[config.mk]
export PLATFORM = sky130hd
export DESIGN_NAME = led_blink_sched_flat
export DESIGN_NICKNAME = d
export VERILOG_FILES = /design/src/rtl/led_pkg.sv /design/src/rtl/led_blink_sched_if.sv /design/src/rtl/led_blink_gen.sv /design/src/rtl/led_blink_sched.sv /design/src/flat_wrapper.sv
export SDC_FILE = /design/constraint.sdc
export NUM_CORES = 1
export LEC_CHECK = 0
export CAP_MARGIN = 20
export CORE_MARGIN = 3
export CORE_UTILIZATION = 40
export DETAILED_ROUTE_END_ITERATION = 6
export DONT_BUFFER_PORTS = 1
export GPL_TIMING_DRIVEN = 0
export PLACE_DENSITY = 0.55
export SYNTH_ARGS = -nofsm -noshare
export SYNTH_HDL_FRONTEND = slang
export SYNTH_SLANG_ARGS = --single-unit
[constraint.sdc]
create_clock -name sys_clk -period 4.5 [get_ports sys_clk]
set_input_delay 0.45 -clock sys_clk [delete_from_list [all_inputs] [get_ports sys_clk]]
set_output_delay 0.45 -clock sys_clk [all_outputs]
set_load 0.01 [all_outputs]
[src/rtl/led_pkg.sv]
// -----------------------------------------------------------------------------
// led_pkg
// Shared definitions for the LED blink scheduler:
//   - rate codes carried on each requester's 2-bit rate slice
//   - scheduler FSM state encoding
//   - counter width used by every phase/period/gap counter
//   - helpers that turn a rate code into a blink period and a LED level
// -----------------------------------------------------------------------------
package led_pkg;

  localparam int CNT_W = 32;

  typedef enum logic [1:0] {
    RATE_1HZ     = 2'b00,  // period = CLK_HZ
    RATE_HALF    = 2'b01,  // period = 2*CLK_HZ
    RATE_QUARTER = 2'b10,  // period = 4*CLK_HZ
    RATE_SOLID   = 2'b11   // solid on, timed as period CLK_HZ
  } rate_e;

  typedef enum logic [1:0] {
    ST_IDLE = 2'd0,
    ST_ARB  = 2'd1,
    ST_RUN  = 2'd2,
    ST_GAP  = 2'd3
  } state_e;

  // Blink period in clock cycles for a rate code; base is CLK_HZ.
  function automatic logic [CNT_W-1:0] rate_period(input logic [1:0] code,
                                                   input logic [CNT_W-1:0] base);
    logic [CNT_W-1:0] period;
    period = base;
    case (code)
      RATE_HALF:    period = base << 1;
      RATE_QUARTER: period = base << 2;
      default:      period = base;
    endcase
    return period;
  endfunction

  // LED level for a given phase: high for the first half of the period
  // (integer half), or always high for the solid code.
  function automatic logic led_level(input logic [1:0] code,
                                     input logic [CNT_W-1:0] phase,
                                     input logic [CNT_W-1:0] base);
    logic [CNT_W-1:0] period;
    period = rate_period(code, base);
    return (code == RATE_SOLID) || (phase < (period >> 1));
  endfunction

endpackage

[src/rtl/led_blink_sched_if.sv]
// -----------------------------------------------------------------------------
// led_blink_sched_if
// Request/grant bundle between the system agents and the LED scheduler.
//   req      : per-requester ownership request (level)
//   rate     : per-requester rate code, slice i = rate[2i+1:2i]
//   gnt      : one-hot registered grant
//   done     : one-cycle pulse when the owner completes its full dwell
//   owner_id : index of the current/last owner
// master = agents side, slave = scheduler side.
// -----------------------------------------------------------------------------
interface led_blink_sched_if #(
  parameter int NREQ = 3
);
  logic [NREQ-1:0]   req;
  logic [2*NREQ-1:0] rate;
  logic [NREQ-1:0]   gnt;
  logic [NREQ-1:0]   done;
  logic [1:0]        owner_id;

  modport master (
    output req, rate,
    input  gnt, done, owner_id
  );

  modport slave (
    input  req, rate,
    output gnt, done, owner_id
  );
endinterface

[src/rtl/led_blink_gen.sv]
// -----------------------------------------------------------------------------
// led_blink_gen
// Blink timing for the current LED owner.
//   sys_clk, sys_rst_n : clock, asynchronous active-low reset
//   start              : load rate_in and clear phase/period counters
//   run                : scheduler is in RUN; advance the phase counter
//   led_en             : LED may be lit in the next cycle (next state is RUN)
//   rate_in            : winner's rate code, sampled only on start
//   led                : registered LED level
//   dwell_end          : high during the last cycle of the DWELL-th period
// The led register is computed from the *next* phase so that it lines up
// with the registered grant: both go high on the same edge.
// -----------------------------------------------------------------------------
module led_blink_gen
  import led_pkg::*;
#(
  parameter int CLK_HZ = 50000000,
  parameter int DWELL  = 2
) (
  input  logic       sys_clk,
  input  logic       sys_rst_n,
  input  logic       start,
  input  logic       run,
  input  logic       led_en,
  input  logic [1:0] rate_in,
  output logic       led,
  output logic       dwell_end
);

  localparam logic [CNT_W-1:0] BASE       = CNT_W'(CLK_HZ);
  localparam logic [CNT_W-1:0] DWELL_LAST = CNT_W'(DWELL - 1);
  localparam logic [CNT_W-1:0] ONE        = CNT_W'(1);

  logic [1:0]       rate_reg,  rate_next;
  logic [CNT_W-1:0] phase_reg, phase_next;
  logic [CNT_W-1:0] per_reg,   per_next;
  logic             led_reg,   led_next;
  logic [CNT_W-1:0] period_cur;
  logic             last_phase;

  always_comb begin
    period_cur = rate_period(rate_reg, BASE);
    last_phase = (phase_reg == (period_cur - ONE));
    dwell_end  = run && last_phase && (per_reg == DWELL_LAST);

    rate_next  = rate_reg;
    phase_next = phase_reg;
    per_next   = per_reg;

    if (start) begin
      // Rate is latched here only; later rate changes are ignored.
      rate_next  = rate_in;
      phase_next = '0;
      per_next   = '0;
    end else if (run) begin
      if (last_phase) begin
        phase_next = '0;
        per_next   = per_reg + ONE;
      end else begin
        phase_next = phase_reg + ONE;
      end
    end

    led_next = led_en && led_level(rate_next, phase_next, BASE);
  end

  always_ff @(posedge sys_clk or negedge sys_rst_n) begin
    if (!sys_rst_n) begin
      rate_reg  <= '0;
      phase_reg <= '0;
      per_reg   <= '0;
      led_reg   <= 1'b0;
    end else begin
      rate_reg  <= rate_next;
      phase_reg <= phase_next;
      per_reg   <= per_next;
      led_reg   <= led_next;
    end
  end

  assign led = led_reg;

endmodule

[src/rtl/led_blink_sched.sv]
// -----------------------------------------------------------------------------
// led_blink_sched
// Round-robin scheduler sharing one status LED between NREQ requesters.
// The owner gets DWELL full blink periods at its latched rate, then a dark
// gap of GAP_CYCLES, then ownership can pass on.
//   sys_clk, sys_rst_n : clock, asynchronous active-low reset
//   bus (slave)        : req/rate in, gnt/done/owner_id out
//   sw_1               : override switch (LED_SW_OVERRIDE_EN only)
//   led_1              : LED drive
//   led_2              : high while any grant is active
// Optional macro LED_SW_OVERRIDE_EN: sw_1 is synchronised and debounced
// (DEBOUNCE_CYCLES stable) and forces led_1 high while asserted; scheduling
// itself is unaffected. Without the macro sw_1 is ignored.
// NREQ is legal in 2..4 (owner_id is 2 bits wide).
// -----------------------------------------------------------------------------
module led_blink_sched
  import led_pkg::*;
#(
  parameter int CLK_HZ          = 50000000,
  parameter int NREQ            = 3,
  parameter int DWELL           = 2,
  parameter int GAP_CYCLES      = 12500000,
  parameter int DEBOUNCE_CYCLES = 1000000
) (
  input  logic              sys_clk,
  input  logic              sys_rst_n,
  led_blink_sched_if.slave  bus,
  input  logic              sw_1,
  output logic              led_1,
  output logic              led_2
);

  localparam logic [1:0]       PTR_INIT = 2'(NREQ - 1);
  localparam logic [CNT_W-1:0] GAP_LAST = (GAP_CYCLES > 0) ? CNT_W'(GAP_CYCLES - 1) : '0;
  localparam logic [CNT_W-1:0] ONE      = CNT_W'(1);

  state_e           state_reg, state_next;
  logic [NREQ-1:0]  gnt_reg,   gnt_next;
  logic [1:0]       owner_reg, owner_next;
  logic [1:0]       ptr_reg,   ptr_next;
  logic [CNT_W-1:0] gap_reg,   gap_next;

  logic [3:0]       req4;
  logic             any_req;
  logic             owner_req;
  logic             win_found;
  logic [1:0]       win_idx;
  logic [1:0]       cand;
  logic [NREQ-1:0]  win_onehot;

  logic             start;
  logic             run;
  logic             led_en;
  logic             dwell_end;
  logic             led_sched;

  // Zero-extended copy so a 2-bit index is always in range.
  assign req4      = 4'(bus.req);
  assign any_req   = |bus.req;
  assign owner_req = req4[owner_reg];

  // ---------------------------------------------------------------------------
  // Round-robin search: start one past the last winner and take the first
  // asserted request. A requester holding req is therefore reached again only
  // after every other index has been examined.
  // ---------------------------------------------------------------------------
  always_comb begin
    win_found = 1'b0;
    win_idx   = ptr_reg;
    cand      = '0;
    for (int k = 1; k <= NREQ; k++) begin
      cand = 2'((int'(ptr_reg) + k) % NREQ);
      if (!win_found && req4[cand]) begin
        win_found = 1'b1;
        win_idx   = cand;
      end
    end
  end

  genvar gi;
  generate
    for (gi = 0; gi < NREQ; gi++) begin : g_req
      assign win_onehot[gi] = (win_idx == 2'(gi));
      // dwell_end only occurs in RUN, so only the owner can see done.
      assign bus.done[gi]   = dwell_end && (owner_reg == 2'(gi));
    end
  endgenerate

  // ---------------------------------------------------------------------------
  // FSM: IDLE -> ARB -> RUN -> GAP -> IDLE
  // ---------------------------------------------------------------------------
  always_comb begin
    state_next = state_reg;
    gnt_next   = gnt_reg;
    owner_next = owner_reg;
    ptr_next   = ptr_reg;
    gap_next   = gap_reg;
    start      = 1'b0;

    unique case (state_reg)
      ST_IDLE: begin
        if (any_req) begin
          state_next = ST_ARB;
        end
      end

      ST_ARB: begin
        // Requests may have vanished since IDLE sampled them.
        if (win_found) begin
          state_next = ST_RUN;
          gnt_next   = win_onehot;
          owner_next = win_idx;
          ptr_next   = win_idx;
          start      = 1'b1;
        end else begin
          state_next = ST_IDLE;
        end
      end

      ST_RUN: begin
        // Either the dwell completed or the owner withdrew; both release
        // the LED on the next edge.
        if (!owner_req || dwell_end) begin
          gnt_next   = '0;
          gap_next   = '0;
          state_next = (GAP_CYCLES == 0) ? ST_IDLE : ST_GAP;
        end
      end

      ST_GAP: begin
        if (gap_reg == GAP_LAST) begin
          state_next = ST_IDLE;
        end else begin
          gap_next = gap_reg + ONE;
        end
      end

      default: begin
        state_next = ST_IDLE;
      end
    endcase
  end

  assign run    = (state_reg == ST_RUN);
  assign led_en = (state_next == ST_RUN);

  always_ff @(posedge sys_clk or negedge sys_rst_n) begin
    if (!sys_rst_n) begin
      state_reg <= ST_IDLE;
      gnt_reg   <= '0;
      owner_reg <= '0;
      ptr_reg   <= PTR_INIT;
      gap_reg   <= '0;
    end else begin
      state_reg <= state_next;
      gnt_reg   <= gnt_next;
      owner_reg <= owner_next;
      ptr_reg   <= ptr_next;
      gap_reg   <= gap_next;
    end
  end

  led_blink_gen #(
    .CLK_HZ (CLK_HZ),
    .DWELL  (DWELL)
  ) u_gen (
    .sys_clk   (sys_clk),
    .sys_rst_n (sys_rst_n),
    .start     (start),
    .run       (run),
    .led_en    (led_en),
    .rate_in   (bus.rate[2*win_idx +: 2]),
    .led       (led_sched),
    .dwell_end (dwell_end)
  );

  assign bus.gnt      = gnt_reg;
  assign bus.owner_id = owner_reg;
  assign led_2        = |gnt_reg;

  // ---------------------------------------------------------------------------
  // Optional LED override switch
  // ---------------------------------------------------------------------------
`ifdef LED_SW_OVERRIDE_EN
  localparam logic [CNT_W-1:0] DEB_LAST =
    (DEBOUNCE_CYCLES > 1) ? CNT_W'(DEBOUNCE_CYCLES - 1) : '0;

  logic             sw_meta_reg;
  logic             sw_sync_reg;
  logic             sw_deb_reg;
  logic [CNT_W-1:0] deb_cnt_reg;

  // Two-flop synchroniser, then accept a new level only after it has
  // differed from the debounced value for DEBOUNCE_CYCLES consecutive cycles.
  always_ff @(posedge sys_clk or negedge sys_rst_n) begin
    if (!sys_rst_n) begin
      sw_meta_reg <= 1'b0;
      sw_sync_reg <= 1'b0;
      sw_deb_reg  <= 1'b0;
      deb_cnt_reg <= '0;
    end else begin
      sw_meta_reg <= sw_1;
      sw_sync_reg <= sw_meta_reg;
      if (sw_sync_reg == sw_deb_reg) begin
        deb_cnt_reg <= '0;
      end else if (deb_cnt_reg == DEB_LAST) begin
        sw_deb_reg  <= sw_sync_reg;
        deb_cnt_reg <= '0;
      end else begin
        deb_cnt_reg <= deb_cnt_reg + ONE;
      end
    end
  end

  assign led_1 = led_sched | sw_deb_reg;
`else
  logic unused_sw;
  assign unused_sw = &{1'b0, sw_1, DEBOUNCE_CYCLES[0]};
  assign led_1     = led_sched;
`endif

endmodule

[src/flat_wrapper.sv]
// flat-port wrapper written by rule: the top's interface ports become plain ports
module led_blink_sched_flat import led_pkg::*;
#(
  parameter int CLK_HZ          = 50000000,
  parameter int NREQ            = 3,
  parameter int DWELL           = 2,
  parameter int GAP_CYCLES      = 12500000,
  parameter int DEBOUNCE_CYCLES = 1000000
)
  (sys_clk, sys_rst_n, sw_1, led_1, led_2, bus_req, bus_rate, bus_gnt, bus_done, bus_owner_id);
  led_blink_sched_if #(.NREQ(NREQ)) bus_i ();
  input  logic sys_clk;
  input  logic sys_rst_n;
  input  logic sw_1;
  output logic led_1;
  output logic led_2;
  input wire logic [$bits(bus_i.req)-1:0] bus_req;
  input wire logic [$bits(bus_i.rate)-1:0] bus_rate;
  output wire logic [$bits(bus_i.gnt)-1:0] bus_gnt;
  output wire logic [$bits(bus_i.done)-1:0] bus_done;
  output wire logic [$bits(bus_i.owner_id)-1:0] bus_owner_id;
  assign bus_i.req = bus_req;
  assign bus_i.rate = bus_rate;
  assign bus_gnt = bus_i.gnt;
  assign bus_done = bus_i.done;
  assign bus_owner_id = bus_i.owner_id;
  led_blink_sched #(.CLK_HZ(CLK_HZ), .NREQ(NREQ), .DWELL(DWELL), .GAP_CYCLES(GAP_CYCLES), .DEBOUNCE_CYCLES(DEBOUNCE_CYCLES)) u_core (.sys_clk(sys_clk), .sys_rst_n(sys_rst_n), .bus(bus_i), .sw_1(sw_1), .led_1(led_1), .led_2(led_2));
endmodule
# Word-level counts from Yosys, hierarchy flattened
# Cells that the tools add are included.
totals:
  register_bits: 108
  output_inout_bits: 10
  input_bits: 12
classes:
  n_div: 3
  n_addsub: 7
  n_reduce_logical: 26
  n_shift: 1
  mux: 36
  order_cmp: 5
  n_eq_ne: 19
op_table:
  columns: ["cell", "count"]
  rows:
  - ["32-bit 2-to-1 mux", 8]
  - ["28-bit one-hot mux with 2 select lines", 2]
  - ["32-bit by 1-bit adder with 32-bit output (second input constant)", 3]
  - ["32-bit by 3-bit modulo with 32-bit output (second input constant)", 3]
  - ["32-bit one-hot mux with 2 select lines", 1]
  - ["32-bit by 1-bit == test with 1-bit output (second input constant)", 1]
  - ["32-bit by 24-bit == test with 1-bit output (second input constant)", 1]
  - ["32-bit == test", 1]
  - ["32-bit by 31-bit less-than comparator with 1-bit output", 1]
  - ["28-bit by 1-bit subtractor with 29-bit output (second input constant)", 1]
  - ["2-bit == test (second input constant)", 8]
  - ["2-bit 2-to-1 mux", 8]
  - ["2-bit by 3-bit less-than comparator with 1-bit output (second input constant)", 4]
  - ["2-bit by 1-bit == test with 1-bit output (second input constant)", 5]
  - ["1-bit 2-to-1 mux", 9]
  - ["1-bit binary-select mux with 2-bit select", 4]
  - ["1-bit logical AND", 8]
  - ["2-bit one-hot mux with 4 select lines", 1]
  - ["2-bit nonzero test", 4]
  - ["2-bit by 2-bit adder with 3-bit output (second input constant)", 2]
  - ["2-bit zero test", 3]
  - ["3-bit 2-to-1 mux", 2]
  - ["3-bit one-hot mux with 2 select lines", 1]
  - ["3-bit AND reduction", 2]
  - ["8 further kinds", 14]

# Depth between registers and ports, before layout
# Gate-level depths: netlist (run 1).
depth:
  ltp_word: 19
  depth_mapped: 21

# Cells and area by module
# From an unflattened synthesis (run 1), not the netlist that was laid out.
unflattened:
  cells_unflattened: 756
  area_unflattened_um2: 6834.1
by_module_without_submodules:
  columns: ["mod", "cells_per_inst", "instances", "area_each_um2"]
  rows:
  - ["led_blink_gen", 479, 1, 4355.4]
  - ["led_blink_sched", 277, 1, 2478.6]

# Least setup slack after synthesis (run 1)
# OpenSTA, ideal clock, no wires.
synth_path:
  path_type: "register to register"
  start: "register u_core.ptr_reg[1]"
  end: "register u_core.u_gen.led_reg (netlist: u_core.u_gen.led)"
  arrival_time_ps: 3939
  setup_time_ps: 143
  period_less_slack_ps: 4083
  stages_incl_launch_ff: 20
  path_slack_ps: 417
  cell_sequence: "dfstp_2 -> inv_1 -> ha_1 -> clkbuf_1 -> nand2b_1 -> mux2_2 -> nand4b_1 -> o21ai_0 -> a21oi_1 -> mux2i_1 -> mux2_2 -> a21oi_1 -> ha_1 -> ha_1 -> and4b_1 -> o2111ai_1 -> nor4b_1 -> a22oi_1 -> nand3_1 -> a31oi_1"
synth_via:
  elab_chain_cells: 19
synth_rtl:
  columns: ["item", "line", "source"]
  rows:
  - ["from (decl)", "led_blink_sched.sv:40", "logic [1:0] ptr_reg, ptr_next;"]
  - ["from (signal assigned)", "led_blink_sched.sv:158", "ptr_reg <= ptr_next;"]
  - ["parallel branches: the longest is 13 deep, another holds 32-bit by 3-bit modulo with 32-bit output", null, null]
  - ["2-bit 2-to-1 mux (*)", "led_blink_gen.sv:50", "if (start) begin"]
  - ["net u_core.u_gen.rate_next[1]", "led_blink_gen.sv:34", "logic [1:0] rate_reg, rate_next;"]
  - ["2-bit == test or 2-bit by 1-bit == test with 1-bit output (tied branches)", "led_pkg.sv:32", "case (code)"]
  - ["28-bit one-hot mux with 2 select lines", "led_pkg.sv:32", null]
  - ["32-bit by 31-bit less-than comparator with 1-bit output", "led_pkg.sv:47", "return (code == RATE_SOLID) || (phase < (period >> 1));"]
  - ["1-bit logical OR (*)", "led_pkg.sv:47", null]
  - ["1-bit logical AND (*)", "led_blink_gen.sv:64", "led_next = led_en && led_level(rate_next, phase_next, BASE);"]
  - ["net u_core.u_gen.led_next", "led_blink_gen.sv:37", "logic led_reg, led_next;"]
  - ["to (signal assigned)", "led_blink_gen.sv:77", "led_reg <= led_next;"]
  - ["to (decl)", "led_blink_gen.sv:37", null]
# Mark *: on every way through the listed nets, which the timed path passes. The select of a mux whose other input is x is not followed.
# A chain may end at the register's enable or synchronous reset.

# Worst setup path in the final report (run 1)
layout_path:
  start: "register u_core.ptr_reg[0]"
  end: "register u_core.u_gen.led_reg (netlist: u_core.u_gen.led)"
# Same word-level chain as after synthesis.

==> reports/results.md, run 1 <==
| Parameter | Value |
|:---|:---|
| Worst Reg-to-Reg Cells | 19 |
| Area of the mapped netlist | 0.00637 mm2 |
| H-tree levels | 3 |
| Bufs and invs on worst path | 2 |
| Clock latency of the later-clocked register in the worst-skew pair | 0.35 ns |
| Most frequently used flop master after synthesis | sky130_fd_sc_hd__dfrtp_1 |
| Die height | 132 um |
| Standard-cell row count | 45 |
| DRC errors left | 0 |
| Endpoint kind of the worst setup timing path | flop |
| CP Max Fanout | 7 |
| Wirelength per Cell | 16.9 um |
| Mean instance size in the synthesized netlist | 9.17 um2 |
| Initial drt markers | 266 |
| Total congestion overflow | 0 |
| Area added between synthesis and finish | 11.0% |
| Worst path top cell family by delay | compound AO/OA/AOI/OAI gates |
| Vias | 5193 |
| Final Critical Period | 4.29 ns |
| Clock tree root driver cell | sky130_fd_sc_hd__clkbuf_16 |
| I/O pin total | 22 |
| Post-route fraction of the period consumed by the critical path | 95.4% |
| Switching power of the nets | 484 uW |
| Worst vdd rail ir drop | 0.224 mV |
| Measured slew at the worst slew-check pin | 0.862 ns |
| Synth Instances | 695 |
| Layout Nets | 747 |
| Area of the die | 0.0175 mm2 |
| Clock sink total | 107 |
| Count of antenna diodes in the layout | 0 |
| Drt pass-1 iters | 5 |
| Std-Cell Core Area | 0.0154 mm2 |
| Number of standard cells in the final layout excluding fillers | 923 |
| Initial Util | 41.4% |
| Share of power burned in registers | 50.8% |
| Wire length of the first global-routing pass | 26.0 mm |
| Max-slew violation total from the final report | 0 |
| Result of the run | complete, no violations |
| Data arrival, critical path | 4.55 ns |
| Minimum setup slack among reg-to-reg paths | 0.21 ns |
| Cell internal power dissipation | 1480 uW |
| Clock tree from TritonCTS | done |
| Portion of total power attributed to combinational logic | 9.5% |
| Clock network fraction of total power | 39.7% |
| Buffers added on ports | 0 |
| Inserted Clock Buffers | 9 |
| Ordered list of cells on the worst path | inv_2, ha_2, mux2_2, nand4b_1, o21ai_0, a21oi_4, buf_12, mux2i_1, mux2_2, a21oi_2, ha_2, ha_1, a21o_1, a21o_1, a21oi_1, nand2_1, o21ai_1, nand3_1, a31oi_1 |
| Die X | 132 um |
| Yosys warns | 0 |
| Number of enable-type register cells in the synthesized netlist | 0 |
| Type of origin of the critical path | flop |
| Final Setup Violations | 0 |
| Drt total wl | 15.6 mm |
| Number of instances in the placed design | 906 |
| Buffer levels on the longest clock path | 2 |
| Filler cell count | 1534 |
| Path category of the worst min-delay check | input port to async pin |
| CTS clk-pin slew, worst paths | 0.07 ns |
| Via count of the first global-routing pass | 5053 |
| F_max | 233 MHz |
| Slowest cell delay on critical path | 0.49 ns |
| Fraction of final layout cells with drive strength greater than 1 | 7.72% |
| Static leakage | 0.00312 uW |
| Overall routing resource usage | 18.1% |
| Setup Total Neg Slack | 0 ns |
| Mapped Nets | 734 |
| Share of async-settable or async-resettable flops after synthesis | 100% |
| Detailed Place HPWL | 11.0 mm |
| Crit Path Category | flop to flop |
| Number of antenna violations at the first check in global routing | 0 |
| Vias per cell | 5.63 |
| Crit Reg-Reg Endpoint | u_core.u_gen.led$_DFF_PN0_ |
| Final ANT Viol Nets | 0 |
| Post-Route Skew | 0.00621 ns |
| Count of different cell masters after synthesis | 61 |
| Gp weighted congestion | 0.832 |
| Worst EP required | 4.75 ns |
| Pwr/cell area | 278 mW/mm2 |
| Fin. Hold Viols | 0 |
| Origin of the critical flop-to-flop path | u_core.ptr_reg[0]$_DFFE_PN0N_ |
| Post-synthesis sequential element count | 107 |
| Slew headroom | 42.0% |
| Highest-delay cell along the critical path | sky130_fd_sc_hd__dfrtp_1 |
| Largest net degree at the start of global routing | 108 |
| Max-cap check violation count | 0 |
| Switching power share of the total | 24.6% |
| Sequential element share of the synthesized area | 42.0% |
## worst max-delay path by stage
| stage | startpoint | endpoint | depth (start not counted) |
|---|---|---|---|
| final | u_core.ptr_reg[0]$_DFFE_PN0N_ | u_core.u_gen.led$_DFF_PN0_ | 19 |
| after detailed placement | u_core.ptr_reg[0]$_DFFE_PN0N_ | u_core.u_gen.led$_DFF_PN0_ | 17 |
| after floorplan | u_core.ptr_reg[1]$_DFFE_PN1N_ | u_core.u_gen.led$_DFF_PN0_ | 19 |
| after global routing | u_core.ptr_reg[0]$_DFFE_PN0N_ | u_core.u_gen.led$_DFF_PN0_ | 18 |
| after global placement | u_core.ptr_reg[0]$_DFFE_PN0N_ | u_core.u_gen.led$_DFF_PN0_ | 16 |
| after CTS | u_core.ptr_reg[1]$_DFFE_PN1N_ | u_core.u_gen.led$_DFF_PN0_ | 19 |
## cell usage in the layout (no fill, tap or decap), types with 3 or more instances in the layout
| cell | netlist | routed |
|---|---|---|
| sky130_fd_sc_hd__nand2_1 | 49 | 49 |
| sky130_fd_sc_hd__nand4_1 | 27 | 27 |
| sky130_fd_sc_hd__o21ai_0 | 35 | 33 |
| sky130_fd_sc_hd__nand4b_1 | 3 | 3 |
| sky130_fd_sc_hd__clkbuf_1 | 21 | 16 |
| sky130_fd_sc_hd__xor2_1 | 52 | 52 |
| sky130_fd_sc_hd__nor2_1 | 101 | 101 |
| sky130_fd_sc_hd__a31oi_1 | 5 | 5 |
| sky130_fd_sc_hd__nor3_1 | 9 | 9 |
| sky130_fd_sc_hd__ha_2 | 0 | 3 |
| sky130_fd_sc_hd__nor2b_1 | 3 | 3 |
| sky130_fd_sc_hd__a21o_1 | 5 | 5 |
| sky130_fd_sc_hd__nand2b_1 | 4 | 3 |
| sky130_fd_sc_hd__and3_1 | 13 | 13 |
| sky130_fd_sc_hd__and2_1 | 8 | 8 |
| sky130_fd_sc_hd__o2111ai_1 | 3 | 3 |
| sky130_fd_sc_hd__nor4bb_1 | 4 | 4 |
| sky130_fd_sc_hd__clkbuf_2 | 0 | 3 |
| sky130_fd_sc_hd__or3_1 | 19 | 19 |
| sky130_fd_sc_hd__a21oi_1 | 27 | 22 |
| sky130_fd_sc_hd__nor4b_1 | 5 | 4 |
| sky130_fd_sc_hd__nand3b_1 | 3 | 3 |
| sky130_fd_sc_hd__xnor2_1 | 24 | 24 |
| sky130_fd_sc_hd__clkinv_2 | 0 | 4 |
| sky130_fd_sc_hd__mux2_2 | 4 | 3 |
| sky130_fd_sc_hd__mux2i_1 | 10 | 10 |
| sky130_fd_sc_hd__nor4_1 | 9 | 9 |
| sky130_fd_sc_hd__and4_1 | 15 | 15 |
| sky130_fd_sc_hd__nand3_1 | 39 | 39 |
| sky130_fd_sc_hd__a21oi_2 | 0 | 3 |
| sky130_fd_sc_hd__dfrtp_1 | 106 | 106 |
| sky130_fd_sc_hd__a21boi_0 | 3 | 3 |
| sky130_fd_sc_hd__or4_1 | 3 | 3 |
| sky130_fd_sc_hd__ha_1 | 27 | 23 |
| sky130_fd_sc_hd__clkbuf_16 | 0 | 9 |
| sky130_fd_sc_hd__inv_1 | 21 | 20 |
## power groups by stage
stage	combinational (uW)	sequential (uW)	clock, uW
5_1_grt	209	1000	843
3_3_place_gp	131	1020	0
4_1_cts	180	998	803
6_report	186	998	779
3_5_place_dp	135	1020	0
2_1_floorplan	103	1010	0
## routing by layer
layer	track usage (%)	share of wire, %
met1	25.9	49
met2	28.2	46
met3	4.05	3.7
met4	4.04	1.4
met5	0	0
## what timing repair did
| item | in CTS | in global routing |
|---|---|---|
| buffers inserted | 2 | 0 |
| pin swaps | 2 | 3 |
| endpoints found under the hold margin | 107 | 0 |
| gates cloned | 0 | 0 |
| resized for setup | 17 | 11 |
| setup endpoints to repair | 1 | 1 |
| hold buffers | 1 | 0 |
## synth_stat cells, types with 15 or more instances
library cell,count,share of area (%)
sky130_fd_sc_hd__dfrtp_1,106,42
sky130_fd_sc_hd__nor2_1,101,6.0
sky130_fd_sc_hd__xor2_1,52,7.1
sky130_fd_sc_hd__nand2_1,49,2.9
sky130_fd_sc_hd__nand3_1,39,3.1
sky130_fd_sc_hd__o21ai_0,35,2.7
sky130_fd_sc_hd__a21oi_1,27,2.1
sky130_fd_sc_hd__ha_1,27,5.3
sky130_fd_sc_hd__nand4_1,27,2.7
sky130_fd_sc_hd__xnor2_1,24,3.3
sky130_fd_sc_hd__clkbuf_1,21,1.2
sky130_fd_sc_hd__inv_1,21,1.2
sky130_fd_sc_hd__or3_1,19,1.9
sky130_fd_sc_hd__and4_1,15,2.1
## layout make-up
class | instances | area, um2 | share of cell area, %
multi-input cells | 541 | 3600 | 51.0
clock buffers | 9 | 225 | 3.18
inverters | 21 | 78.8 | 1.11
flip-flops and latches | 107 | 2680 | 37.9
plain buffers | 25 | 108 | 1.52
clock inverters | 6 | 57.6 | 0.814
repair buffers | 3 | 55.1 | 0.778
well taps | 211 | 264 | 3.73
## worst reg2reg max path: stages (launching register included)
cell and delay [ns]:
sky130_fd_sc_hd__dfrtp_1 0.49, sky130_fd_sc_hd__inv_2 0.10, sky130_fd_sc_hd__ha_2 0.41, sky130_fd_sc_hd__mux2_2 0.41, sky130_fd_sc_hd__nand4b_1 0.12, sky130_fd_sc_hd__o21ai_0 0.16, sky130_fd_sc_hd__a21oi_4 0.18, sky130_fd_sc_hd__buf_12 0.13
sky130_fd_sc_hd__mux2i_1 0.07, sky130_fd_sc_hd__mux2_2 0.29, sky130_fd_sc_hd__a21oi_2 0.20, sky130_fd_sc_hd__ha_2 0.34, sky130_fd_sc_hd__ha_1 0.20, sky130_fd_sc_hd__a21o_1 0.16, sky130_fd_sc_hd__a21o_1 0.18, sky130_fd_sc_hd__a21oi_1 0.19
sky130_fd_sc_hd__nand2_1 0.08, sky130_fd_sc_hd__o21ai_1 0.18, sky130_fd_sc_hd__nand3_1 0.10, sky130_fd_sc_hd__a31oi_1 0.20
## cells by family after synthesis
logic type / Yosys count / share of synthesized area, %
buf+inv: 47 / 2.87
mux: 14 / 2.28
compound gates: 100 / 9.98
xor+xnor: 76 / 10.4
fa+ha+maj: 27 / 5.30
simple gates: 324 / 27.1
flops: 107 / 42.0
## through the flow
step | util, % | hold slack [ns] | instance area, um2 | setup slack [ns] | power, uW
floorplan | - | 0.154 | 6370 | 0.417 | 1110
global placement | 43.2 | 0.158 | 6640 | -0.486 | 1150
detailed placement | 43.2 | 0.158 | 6640 | -0.482 | 1150
CTS | 45.7 | 0.0593 | 7030 | 0.0249 | 1980
global route | 46.0 | 0.0425 | 7070 | -0.00574 | 2050
finish | 46.0 | 0.0208 | 7070 | 0.207 | 1960
(Power assumes the default switching activity.)
==> run 2: changes to the inputs <==
--- a/config.mk
+++ b/config.mk
@@ -7,11 +7,11 @@
 export LEC_CHECK = 0
 export CAP_MARGIN = 20
 export CORE_MARGIN = 3
-export CORE_UTILIZATION = 40
+export CORE_UTILIZATION = 25
 export DETAILED_ROUTE_END_ITERATION = 6
 export DONT_BUFFER_PORTS = 1
 export GPL_TIMING_DRIVEN = 0
-export PLACE_DENSITY = 0.55
+export PLACE_DENSITY = 0.39
 export SYNTH_ARGS = -nofsm -noshare
 export SYNTH_HDL_FRONTEND = slang
 export SYNTH_SLANG_ARGS = --single-unit
==> run 2 against run 1 <==
  * Core utilization shrank 17 points
  * Clock skew shrank 0.00052 ns
  * Cell count grew 13%
  * Worst hold slack lost 0.015 ns
  * Clock power grew 7.1%
  * First-iteration DRC count grew 15%
  * Critical path depth shrank 1
  * Die area grew 57%
  * Sequential share of layout area shrank 0.87 points
  * Flip-flop and latch count is the same
  * Sequential power is essentially flat
  * Highest routed layer unchanged
==> reports/results.md, run 2 (synthesized netlist as in run 1, its figures left out) <==
| Parameter | Value |
|:---|:---|
| Path category of the worst min-delay check | input port to async pin |
| Drt pass-1 iters | 5 |
| DRC errors left | 0 |
| Met3 wire length | 469 um |
| DRT met1 WL | 8.47 mm |
| Clock tree root driver cell | sky130_fd_sc_hd__clkbuf_16 |
| Die height | 166 um |
| Area of the multi-input gates | 0.00360 mm2 |
| Slack of the critical path | 0.225 ns |
| Largest net degree at the start of global routing | 108 |
| Result of the run | complete, no violations |
| Final Setup Violations | 0 |
| Final Critical Period | 4.28 ns |
| Type of origin of the critical path | flop |
| Buffers added on ports | 0 |
| Unrepaired setup endpoints after global routing | no |
| Final standard cell utilization of the core | 29.3% |
| Number of antenna violations at the first check in global routing | 0 |
| Wire length of the first global-routing pass | 28.2 mm |
| Post-route fraction of the period consumed by the critical path | 95.0% |
| Std-Cell Core Area | 0.0247 mm2 |
| I/O pin total | 22 |
| CTS clk-pin slew, worst paths | 0.07 ns |
| Detailed Place HPWL | 12.1 mm |
| Die X | 166 um |
| Static leakage | 0.00314 uW |
| Vias per cell | 4.97 |
| Endpoint kind of the worst setup timing path | flop |
| Worst Reg-to-Reg Cells | 18 |
| Post-Route Skew | 0.00569 ns |
| Final worst hold slack | 0.00613 ns |
| Drt total wl | 17.0 mm |
| Power consumption | 2010 uW |
| Slew headroom | 37.3% |
| Max-cap check violation count | 0 |
| Initial drt markers | 307 |
| Final ANT Viol Nets | 0 |
| Gp weighted congestion | 0.788 |
| Overall routing resource usage | 12.5% |
| F_max | 234 MHz |
| Most frequent standard cell in the layout excluding fill and tap cells | sky130_fd_sc_hd__dfrtp_1 |
| Worst EP required | 4.72 ns |
| Layout Nets | 749 |
| Clock sink total | 107 |
| Data arrival, critical path | 4.49 ns |
| Max Used Layer | met4 |
| Area added between synthesis and finish | 13.6% |
| H-tree levels | 3 |
| CP Max Fanout | 7 |
| Area of the die | 0.0274 mm2 |
| Crit Path Category | flop to flop |
| Via count of the first global-routing pass | 5168 |
| Clock tree from TritonCTS | done |
| Post-placement worst setup slack | -0.682 ns |
| Initial Util | 25.8% |
| Filler cell count | 2651 |
| Most frequent cells in the layout | 106 x sky130_fd_sc_hd__dfrtp_1, 101 x sky130_fd_sc_hd__nor2_1, 52 x sky130_fd_sc_hd__xor2_1 |
| Area of all sequential standard cells | 0.00268 mm2 |
| Buffer levels on the longest clock path | 2 |
| Inserted Clock Buffers | 9 |
| Measured slew at the worst slew-check pin | 0.933 ns |
| Clock latency of the later-clocked register in the worst-skew pair | 0.35 ns |
| Fraction of final layout cells with drive strength greater than 1 | 8.11% |
| Post-route cell area | 0.00724 mm2 |
| Worst vdd rail ir drop | 0.170 mV |
| Wirelength per Cell | 16.4 um |
| Standard cell area after detailed placement | 0.00678 mm2 |
| Pwr/cell area | 278 mW/mm2 |
| Vias | 5169 |
| Max-slew violation total from the final report | 0 |
| Fin. Hold Viols | 0 |
| Total congestion overflow | 0 |
| Count of antenna diodes in the layout | 0 |
| Detailed-routed wire length on met2 | 7.92 mm |
| Standard-cell row count | 57 |
==> run 2: layout make-up <==
cell class | count | area share [%]
Sequential cell | 107 | 37.0
Clock buffer | 12 | 3.54
Timing Repair Buffer | 6 | 0.899
Inverter | 21 | 1.09
Clock inverter | 4 | 0.674
Multi-Input combinational cell | 541 | 49.7
Buffer | 24 | 1.50
Tap cell | 324 | 5.60
==> run 2: final timing paths <==
check / startpoint / to / slack [ns]
worst max-delay path: u_core.ptr_reg[0]$_DFFE_PN0N_ / u_core.u_gen.led$_DFF_PN0_ / 0.22
worst min-delay path: sys_rst_n / u_core.u_gen.per_reg[15]$_DFFE_PN0P_ / 0.006
worst max register to register: u_core.ptr_reg[0]$_DFFE_PN0N_ / u_core.u_gen.led$_DFF_PN0_ / 0.22
worst min register to register: u_core.u_gen.per_reg[0]$_DFFE_PN0P_ / u_core.u_gen.per_reg[0]$_DFFE_PN0P_ / 0.54
max in group asynchronous: sys_rst_n / u_core.gap_reg[9]$_DFFE_PN0P_ / 4.00
min in group sys_clk: bus_rate[3] / u_core.u_gen.rate_reg[1]$_DFF_PN0_ / 0.42
==> run 2: what timing repair did <==
| action | 4_1_cts | 5_1_grt |
|---|---|---|
| pin swaps | 1 | 3 |
| hold buffers | 1 | 0 |
| endpoints found under the setup margin | 1 | 1 |
| setup buffers | 4 | 1 |
| gates resized for setup | 14 | 16 |
| endpoints found under the hold margin | 107 | 0 |
==> run 2: per-layer routing <==
layer	vias up	global-route usage (%)
met1	2582	17.4
met3	10	2.14
li1	2510	-
met4	0	3.07
met5	-	0
met2	67	20.3
==> run 2: power breakdown <==
part | internal [uW] | switching, uW | leakage, uW
Combinational | 71.1 | 106 | 0.00159
Sequential | 977 | 21.0 | 0.00140
Clock | 462 | 371 | 0.000153
==> run 2: worst max-delay path, stage by stage (launching register included) <==
cell,delay (ns)
sky130_fd_sc_hd__dfrtp_1,0.48
sky130_fd_sc_hd__inv_2,0.11
sky130_fd_sc_hd__ha_2,0.41
sky130_fd_sc_hd__mux2_2,0.39
sky130_fd_sc_hd__nand4b_1,0.10
sky130_fd_sc_hd__o21ai_0,0.10
sky130_fd_sc_hd__a21oi_2,0.14
sky130_fd_sc_hd__buf_4,0.18
sky130_fd_sc_hd__mux2i_1,0.09
sky130_fd_sc_hd__mux2_2,0.29
sky130_fd_sc_hd__a21oi_2,0.20
sky130_fd_sc_hd__ha_2,0.35
sky130_fd_sc_hd__ha_1,0.29
sky130_fd_sc_hd__and4b_1,0.21
sky130_fd_sc_hd__o2111ai_1,0.17
sky130_fd_sc_hd__nor4b_2,0.29
sky130_fd_sc_hd__a22oi_1,0.11
sky130_fd_sc_hd__nand3_1,0.15
sky130_fd_sc_hd__a31oi_4,0.06
==> run 2: per-stage QoR <==
stage	instances	TNS, ns
global route	1039	0
global placement	1019	-0.738
detailed placement	1019	-0.682
floorplan	695	0
finish	1039	0
CTS	1040	0
